$ cat src/rtl/fp32_pkg.sv
// fp32_pkg: FP32 field layout, datapath widths and adder FSM states.
// Shared by fp_adder_seq_32bit and its unpack helper.
package fp32_pkg;

   localparam int EXP_W  = 8;
   localparam int FRAC_W = 23;
   localparam int MANT_W = 24;
   localparam logic [EXP_W-1:0] EXP_MAX = 8'hFF;

   // carry + hidden/frac + guard + round + sticky
   localparam int DP_W = MANT_W + 4;

   typedef enum logic [2:0] {
      IDLE,
      ALIGN,
      ADD,
      NORM,
      ROUND,
      DONE
   } fsm_state_t;

   typedef struct packed {
      logic              sign;
      logic [EXP_W-1:0]  exp;
      logic [FRAC_W-1:0] frac;
   } fp32_t;

   function automatic logic [DP_W-1:0] fp32_mant(input fp32_t f);
      return (f.exp == '0) ? '0 : {1'b0, 1'b1, f.frac, 3'b000};
   endfunction

endpackage

$ cat src/rtl/fp_adder_seq_32bit_unpack.sv
// fp_adder_seq_32bit_unpack: field split, zero flush, magnitude swap.
// Big operand is the larger {exp,frac}; A wins a tie.
module fp_adder_seq_32bit_unpack
   import fp32_pkg::*;
(
   input  logic [31:0]      a,
   input  logic [31:0]      b,
   output logic             big_sign,
   output logic [EXP_W-1:0] big_exp,
   output logic [EXP_W-1:0] diff,
   output logic [DP_W-1:0]  big_m,
   output logic [DP_W-1:0]  small_m,
   output logic             eff_sub,
   output logic             both_neg
);

   fp32_t fa;
   fp32_t fb;
   logic  a_big;
   logic [EXP_W-1:0] small_exp;

   assign fa = fp32_t'(a);
   assign fb = fp32_t'(b);

   assign a_big = {fa.exp, fa.frac} >= {fb.exp, fb.frac};

   assign big_sign  = a_big ? fa.sign : fb.sign;
   assign big_exp   = a_big ? fa.exp  : fb.exp;
   assign small_exp = a_big ? fb.exp  : fa.exp;
   assign big_m     = a_big ? fp32_mant(fa) : fp32_mant(fb);
   assign small_m   = a_big ? fp32_mant(fb) : fp32_mant(fa);

   assign diff     = big_exp - small_exp;
   assign eff_sub  = fa.sign ^ fb.sign;
   assign both_neg = fa.sign & fb.sign;

endmodule

$ cat src/rtl/fp_adder_seq_32bit.sv
// fp_adder_seq_32bit: multi-cycle FP32 adder, iterative align/normalize.
// Define FP_ADD_ROUND_EN for round-to-nearest-even; truncates otherwise.
module fp_adder_seq_32bit
   import fp32_pkg::*;
#(
   parameter int MAX_ALIGN = 26
) (
   input  logic        clk,
   input  logic        rst_n,
   input  logic        in_valid,
   output logic        in_ready,
   input  logic [31:0] a,
   input  logic [31:0] b,
   output logic        out_valid,
   input  logic        out_ready,
   output logic [31:0] result
);

   localparam logic [EXP_W-1:0] ALIGN_LIM = EXP_W'(MAX_ALIGN);
   localparam logic [EXP_W:0]   EXP_OVF   = {1'b0, EXP_MAX};

   fsm_state_t state, state_n;

   logic             sign_r, sign_n;
   logic             eff_sub_r, eff_sub_n;
   logic             neg_zero_r, neg_zero_n;
   logic [EXP_W:0]   exp_r, exp_n;
   logic [EXP_W-1:0] diff_r, diff_n;
   logic [DP_W-1:0]  big_r, big_n;
   logic [DP_W-1:0]  small_r, small_n;
   logic [DP_W-1:0]  sum_r, sum_n;
   logic [31:0]      res_r, res_n;

   logic             u_sign;
   logic [EXP_W-1:0] u_exp;
   logic [EXP_W-1:0] u_diff;
   logic [DP_W-1:0]  u_big_m;
   logic [DP_W-1:0]  u_small_m;
   logic             u_eff_sub;
   logic             u_both_neg;

   logic [DP_W-1:0]  norm_m;
   logic [EXP_W:0]   norm_e;

   fp_adder_seq_32bit_unpack u_unpack (
      .a        (a),
      .b        (b),
      .big_sign (u_sign),
      .big_exp  (u_exp),
      .diff     (u_diff),
      .big_m    (u_big_m),
      .small_m  (u_small_m),
      .eff_sub  (u_eff_sub),
      .both_neg (u_both_neg)
   );

   // a carry-out folds back one place, keeping the dropped bit as sticky
   always_comb begin
      norm_m = sum_r;
      norm_e = exp_r;
      if (sum_r[DP_W-1]) begin
         norm_m = {1'b0, sum_r[DP_W-1:2], |sum_r[1:0]};
         norm_e = exp_r + 9'd1;
      end
   end

`ifdef FP_ADD_ROUND_EN
   logic              rnd_up;
   logic [MANT_W:0]   rnd_m;
   logic [EXP_W:0]    rnd_e;
   logic [FRAC_W-1:0] rnd_f;

   always_comb begin
      rnd_up = sum_r[2] & (sum_r[1] | sum_r[0] | sum_r[3]);
      rnd_m  = {1'b0, sum_r[DP_W-2:3]} + {{MANT_W{1'b0}}, rnd_up};
      rnd_e  = exp_r;
      rnd_f  = rnd_m[FRAC_W-1:0];
      if (rnd_m[MANT_W]) begin
         rnd_e = exp_r + 9'd1;
         rnd_f = rnd_m[FRAC_W:1];
      end
   end
`endif

   always_comb begin
      state_n    = state;
      sign_n     = sign_r;
      eff_sub_n  = eff_sub_r;
      neg_zero_n = neg_zero_r;
      exp_n      = exp_r;
      diff_n     = diff_r;
      big_n      = big_r;
      small_n    = small_r;
      sum_n      = sum_r;
      res_n      = res_r;

      unique case (state)
         IDLE: begin
            if (in_valid) begin
               sign_n     = u_sign;
               eff_sub_n  = u_eff_sub;
               neg_zero_n = u_both_neg;
               exp_n      = {1'b0, u_exp};
               diff_n     = u_diff;
               big_n      = u_big_m;
               small_n    = u_small_m;
               state_n    = ALIGN;
            end
         end

         ALIGN: begin
            unique case (1'b1)
               diff_r >= ALIGN_LIM: begin
                  small_n = {{(DP_W-1){1'b0}}, |small_r};
                  diff_n  = '0;
                  state_n = ADD;
               end
               diff_r != '0 && diff_r < ALIGN_LIM: begin
                  small_n = {1'b0, small_r[DP_W-1:2], |small_r[1:0]};
                  diff_n  = diff_r - 8'd1;
                  if (diff_r == 8'd1) state_n = ADD;
               end
               default: state_n = ADD;
            endcase
         end

         ADD: begin
            sum_n   = eff_sub_r ? big_r - small_r : big_r + small_r;
            state_n = NORM;
         end

         NORM: begin
            unique case (1'b1)
               sum_r == '0: begin
                  res_n   = {neg_zero_r, 31'd0};
                  state_n = DONE;
               end
               sum_r != '0 && norm_m[DP_W-2]: begin
                  sum_n = norm_m;
                  exp_n = norm_e;
                  if (norm_e >= EXP_OVF) begin
                     res_n   = {sign_r, EXP_MAX, {FRAC_W{1'b0}}};
                     state_n = DONE;
                  end else begin
`ifdef FP_ADD_ROUND_EN
                     state_n = ROUND;
`else
                     res_n   = {sign_r, norm_e[EXP_W-1:0],
                                norm_m[DP_W-3:3]};
                     state_n = DONE;
`endif
                  end
               end
               default: begin
                  if (exp_r <= 9'd1) begin
                     res_n   = {sign_r, 31'd0};
                     state_n = DONE;
                  end else begin
                     sum_n = {sum_r[DP_W-2:0], 1'b0};
                     exp_n = exp_r - 9'd1;
                  end
               end
            endcase
         end

`ifdef FP_ADD_ROUND_EN
         ROUND: begin
            if (rnd_e >= EXP_OVF)
               res_n = {sign_r, EXP_MAX, {FRAC_W{1'b0}}};
            else
               res_n = {sign_r, rnd_e[EXP_W-1:0], rnd_f};
            state_n = DONE;
         end
`endif

         DONE: begin
            if (out_ready) state_n = IDLE;
         end

         default: state_n = IDLE;
      endcase
   end

   always_ff @(posedge clk) begin
      if (!rst_n) begin
         state      <= IDLE;
         sign_r     <= 1'b0;
         eff_sub_r  <= 1'b0;
         neg_zero_r <= 1'b0;
         exp_r      <= '0;
         diff_r     <= '0;
         big_r      <= '0;
         small_r    <= '0;
         sum_r      <= '0;
         res_r      <= '0;
      end else begin
         state      <= state_n;
         sign_r     <= sign_n;
         eff_sub_r  <= eff_sub_n;
         neg_zero_r <= neg_zero_n;
         exp_r      <= exp_n;
         diff_r     <= diff_n;
         big_r      <= big_n;
         small_r    <= small_n;
         sum_r      <= sum_n;
         res_r      <= res_n;
      end
   end

   assign in_ready  = (state == IDLE);
   assign out_valid = (state == DONE);
   assign result    = res_r;

endmodule

$ cat config.mk
export PLATFORM = sky130hd
export DESIGN_NAME = fp_adder_seq_32bit
export DESIGN_NICKNAME = d
export VERILOG_FILES = /design/src/rtl/fp32_pkg.sv /design/src/rtl/fp_adder_seq_32bit_unpack.sv /design/src/rtl/fp_adder_seq_32bit.sv
export SDC_FILE = /design/constraint.sdc
export NUM_CORES = 1
export LEC_CHECK = 0
export ABC_AREA = 1
export BUFFER_PORTS_ARGS = -buffer_cell sky130_fd_sc_hd__buf_4
export CAP_MARGIN = 15
export CELL_PAD_IN_SITES_DETAIL_PLACEMENT = 0
export CELL_PAD_IN_SITES_GLOBAL_PLACEMENT = 1
export CORE_ASPECT_RATIO = 0.5
export CORE_MARGIN = 1
export CORE_UTILIZATION = 43
export CTS_CLUSTER_SIZE = 24
export DETAILED_ROUTE_END_ITERATION = 10
export PLACE_DENSITY_LB_ADDON = 0.1
export RECOVER_POWER = 100
export SYNTH_ARGS = -nofsm -noshare
export SYNTH_HDL_FRONTEND = slang
export SYNTH_HIERARCHICAL = 1
export SYNTH_SLANG_ARGS = --single-unit
$ cat constraint.sdc
create_clock -name clk -period 3 [get_ports clk]
set_input_delay 0.15 -clock clk [delete_from_list [all_inputs] [get_ports clk]]
set_output_delay 0.15 -clock clk [all_outputs]
set_load 0.03 [all_outputs]
=== Yosys cells after proc, flatten, opt, wreduce, memory -nomap -nowiden ===
Index checks and enable logic that the tools add are counted.
W data, S select, Z words.

* $add $sub $neg: 6
* Magnitude comparators: 5
* Reduce and logical (&&, ||, !) cells: 23
* Muxes and demuxes: 33
* Eq/ne operators: 13
* Bitwise gates (word level): 2

{| class="wikitable"
|+ Operator list
! cell !! count
|-
| $pmux W28 S2 || 4
|-
| $mux W28 || 4
|-
| $mux W27 || 4
|-
| $pmux W32 S2 || 1
|-
| $pmux W9 S2 || 2
|-
| $mux W32 || 1
|-
| $pmux W8 S2 || 2
|-
| $ge A31 B31 Y1 || 1
|-
| $mux W31 || 1
|-
| $add A28 B28 Y28 || 1
|-
| $logic_not A28 Y1 || 1
|-
| $reduce_bool A28 Y1 || 1
|-
| $reduce_or A28 Y1 || 1
|-
| $sub A28 B28 Y28 || 1
|-
| $mux W9 || 3
|-
| $mux W8 || 3
|-
| $mux W3 || 6
|-
| $logic_not A8 Y1 || 2
|-
| $ne A3 B3 Y1 const B || 5
|-
| $pmux W3 S5 || 1
|-
| $reduce_and A4 Y1 || 3
|-
| $add A9 B1 Y9 const B || 1
|-
| $ge A9 B8 Y1 const B || 1
|-
| $le A9 B1 Y1 const B || 1
|-
| other kinds (22) || 31
|}

* Bits of input ports: 68
* Logic and storage cells: 93
* Output and inout port bits: 34
* Register bits: 139

=== Longest topological paths before layout ===
* Depth after elaboration: 6
* Mapped depth: 25
* Depth with buffers taken out: 25

=== Cells and area by module ===
Netlist, hierarchy kept.

{| class="wikitable"
|+ Modules (own cells, without submodules)
! module !! seq. area each (um^2) !! times used !! cells an instance !! area each (um^2)
|-
| fp_adder_seq_32bit || 2782.7 || 1 || 1535 || 9738.1
|-
| fp_adder_seq_32bit_unpack || 0.0 || 1 || 390 || 2057.0
|}

=== Worst setup path before layout ===
No wires, ideal clock.

* Path kind: reg-to-reg
* Start point: register small_r[0]
* End point: register sum_r[27]
* Period minus slack after synthesis: 2804 ps
* Setup slack: 196 ps
* Arrival time: 2737 ps
* Path buffers: 0
* Data required time: 2933 ps
* Setup time: 67 ps
* Cell stages (with the launch flop): 23
* Path through: dfxtp_1 > inv_1 > ha_1 > inv_1 > nor3_1 > nand2_1 > nor3_2 > nand3_1 > o21ai_0 > xor2_1 > inv_1 > ha_1 > nand2_1 > inv_1 > a21oi_1 > nand2_1 > nand2_1 > nand2_1 > nor2_1 > nand2_1 > nand2_1 > nand2_1 > a21oi_2

* Longest elaborated chain between the ends: 3
* Elaborated cells on any way between the ends: 4
* Those cells by class: add/sub (2); mux (2)

{| class="wikitable"
|+ Ends and longest elaborated chain
! element !! line !! RTL
|-
| start, declared || fp_adder_seq_32bit.sv:30 || <nowiki>logic [DP_W-1:0] small_r, small_n;</nowiki>
|-
| start signal, assigned || fp_adder_seq_32bit.sv:204 || <nowiki>small_r <= small_n;</nowiki>
|-
| $add A28 B28 Y28 or $sub A28 B28 Y28 (tied branches) || fp_adder_seq_32bit.sv:128 || <nowiki>sum_n = eff_sub_r ? big_r - small_r : big_r + small_r;</nowiki>
|-
| $mux W28 * || fp_adder_seq_32bit.sv:128 ||
|-
| $pmux W28 S2 * || fp_adder_seq_32bit.sv:97 || <nowiki>unique case (state)</nowiki>
|-
| end signal, assigned || fp_adder_seq_32bit.sv:205 || <nowiki>sum_r <= sum_n;</nowiki>
|-
| end, declared || fp_adder_seq_32bit.sv:31 || <nowiki>logic [DP_W-1:0] sum_r, sum_n;</nowiki>
|}

Every way passes the cells marked *; elsewhere a longest branch is shown, timed or not.
A chain may end at the register's enable or synchronous reset.

=== Final worst setup path ===
* Start point: register small_r[1]
* End point: register sum_r[22]

The elaborated chain is that of the path after synthesis.

==> flow_metrics.py <==
metrics = {
    "status": {
        "outcome": "finished, violations left",
        "violations": "setup timing",
    },
    "global_route": {
        "grt-busiest-layer": "met1",
        "grt_antenna_before_repair": 0,
        "use_met3_pct": 4.24,
        "grt_pass1_vias": 11200,
        "grt_usage_pct": 27.1,
        "use_met1_pct": 44.0,
        "met2_usage_pct": 36.1,
        "grt_overflow": 0,
        "grt_pass1_wl_mm": 60.8,
        "grt_max_degree": 70,
    },
    "min_path": {
        "worst_hold_path_type": "in -> reg",
    },
    "final_layout": {
        "num_antenna_cells": 0,
        "multi_input_area_um2": 7900,
        "finalNetCount": 2183,
        "drive_above_1_share_pct": 16.7,
        "seqCellArea_um2": 2790,
        "area_growth_pct": 19.7,
        "nFillCells": 2902,
        "utilization_pct": 52.9,
    },
    "logic_synthesis": {
        "syn-cell-area_um2": 11800,
        "ys_ff_latch": 139,
        "postSynthCellCount": 1925,
        "ys.flop_type": "dfxtp_1",
        "async_reset_ff_share_pct": 0,
        "yosys_warnings": 6,
        "synth_cell_types": 48,
        "synth_top_area_share_pct": 23.6,
        "synth_common_cells": "492 x nand2_1, 259 x inv_1, 180 x a21oi_1",
        "synth-edff-count": 0,
        "synth_area_leader_cell": "dfxtp_1",
        "synth_area_leaders": "dfxtp_1 24%, nand2_1 16%, inv_1 8.2%, a21oi_1 7.6%, ha_1 7.0%",
        "avgSynthCellArea_um2": 6.13,
        "yosys.cell_count.top_type": "nand2_1",
        "seq_area_frac_synth_pct": 23.6,
    },
    "cts": {
        "clockBufferDepth": 2,
        "clkSlewWorstSetupHoldPaths_ns": 0.06,
        "cts-htree-levels": 4,
        "cts_buffers": 17,
        "cts_tree": "yes",
        "worstSkewPairLatency_ns": 0.43,
        "cts.sinks": 139,
        "cts_root_buf": "clkbuf_16",
    },
    "timing": {
        "fmax_mhz": 333,
        "rsz0062_at_grt": "yes",
        "relSlewSlack_pct": 7.48,
        "fin_skew_ns": 0.00852,
        "worst_pin_slew_ns": 1.39,
        "report.final.hold_viol_count": 0,
        "fin_crit_ns": 3.00,
        "fin_ws_ns": -0.00267,
        "fin_crit_sh_pct": 100,
        "setup_viol": 1,
        "maxSlewViolCount": 0,
    },
    "route": {
        "post_drt_wl_per_cell_um": 15.8,
        "vias": 12700,
        "vias_per_cell": 5.25,
        "wl_mm": 38.1,
        "ant_nets": 0,
        "first_pass_iters": 6,
        "drtIter0Drc": 1224,
        "route.detailed.drc": 0,
    },
    "flow_run": {
        "max_cap_viol_count": 0,
    },
    "floorplanning": {
        "die_w_um": 236,
        "core.rowCount": 42,
        "core_um2": 26700,
        "initial_core_util_pct": 44.2,
        "dieArea_um2": 28100,
        "io_pins": 102,
        "die_h_um": 119,
    },
    "placed_design": {
        "gp_congestion": 0.941,
        "port-buffer-count": 101,
        "hpwlAfterDp_mm": 29.4,
    },
    "pwr": {
        "p_leak_uw": 0.00684,
        "ir_worst_vdd_v": 0.000531,
        "p_per_area_nw_per_um2": 1030,
        "report.power.total_uw": 14600,
    },
    "worst_setup_path": {
        "critPathLaunchType": "flip-flop",
        "worstPathRequired_ns": 3.37,
        "path_class": "reg -> reg",
        "slowest_stage": "ha_1",
        "cp_num_buf_inv": 2,
        "critPathTopFamily": "simple AND/OR/NAND/NOR gates",
        "path_cells": "inv_2 > ha_4 > inv_4 > nor3_4 > nand2_2 > nor3_4 > nand3_2 > nor2_4 > a21oi_2 > xor2_1 > ha_1 > nand2_1 > o21ai_0 > a21oi_1 > nand3_1 > nand2_1 > nand3_1 > a21oi_2",
        "crit_arrival_ns": 3.37,
        "cp-end-kind": "flip-flop",
        "slowest_delay_ns": 0.36,
        "cp_max_fo": 4,
    },
}
[flip-flops by register name, indices dropped and copies added, names as in the netlist]
name	flops
result	32
small_r	28
sum_r	28
big_r	28
eff_sub_r	1
exp_r	9
diff_r	8
neg_zero_r	1
sign_r	1
state	3
[layout by cell type, fill, tap and decap left out, types with 50 or more instances in the layout]
cell | Yosys | final
a21oi_1 | 180 | 162
buf_4 | 16 | 152
dfxtp_1 | 139 | 136
ha_1 | 66 | 57
inv_1 | 259 | 250
nand2_1 | 492 | 466
nand3_1 | 113 | 108
nor2_1 | 152 | 136
o21ai_0 | 106 | 99
o22ai_1 | 69 | 69
xor2_1 | 50 | 50
[where the power goes]
| group | switching, µW | internal (µW) |
|---|---|---|
| registers | 540 | 2370 |
| clock network | 880 | 1300 |
| logic | 5910 | 3600 |
[what timing repair did]
item,CTS,global route
gates resized for setup,37,84
hold buffers,1,0
buffers inserted,1,9
pin swaps,6,30
endpoints found under the hold margin,1,0
endpoints found under the setup margin,18,21
[per-stage QoR]
| stage | area [µm²] | std cells | hold slack, ns | setup slack, ns | setup TNS, ns |
|---|---|---|---|---|---|
| 3_5_place_dp | 13200 | 2370 | 0.445 | -0.219 | -2.06 |
| 6_report | 14100 | 2413 | 0.119 | -0.00267 | -0.00267 |
| 2_1_floorplan | 11800 | 1932 | 0.344 | 0.196 | 0 |
| 4_1_cts | 14000 | 2404 | 0.0942 | -0.0393 | -0.121 |
| 3_3_place_gp | 13200 | 2370 | 0.440 | -0.195 | -1.60 |
| 5_1_grt | 14100 | 2413 | 0.125 | -0.192 | -2.13 |
[worst min-delay path: stages]
cell,delay [ns]
buf_4,0.11
nand2_1,0.05
nand2_1,0.04
nand3_1,0.08
a21oi_1,0.06
[layout make-up]
cell class                 instances  share of cell area [%]
multi-input combinational       1428                    56.0
sequential                       139                    19.7
timing repair buffer             195                    9.74
inverter                         267                    7.12
clock buffer                      20                    3.31
tap                              352                    3.12
clock inverter                    12                   0.993
[cell families (layout without fill, tap and decap cells)]
kind of cell / Yosys count / after routing / share of synthesized area (%)
buffers and inverters: 365 / 494 / 12.8
other: 1 / 8 / 0.0318
AND/OR/NAND/NOR: 865 / 865 / 31.4
XOR/XNOR: 51 / 51 / 3.79
flip-flops: 139 / 139 / 23.6
AO/OA/AOI/OAI: 437 / 437 / 21.2
adder cells (fa/ha/maj): 67 / 67 / 7.17
[metal layers]
layer	share of wire, %	vias up	wire, µm
met4	0.96	0	365
met1	55	5714	21000
met5	0	-	0
li1	-	6557	-
met3	6.4	26	2430
met2	38	366	14300
[path summary, 6_finish.rpt]
check              from  cells past startpoint    endpoint  slack (ns)
max          small_r[1]                     18   sum_r[22]      -0.003
min               b[31]                      5      sign_r        0.12
max reg2reg  small_r[1]                     18   sum_r[22]      -0.003
min reg2reg  neg_zero_r                      2  neg_zero_r        0.45
(Power assumes the default switching activity.)
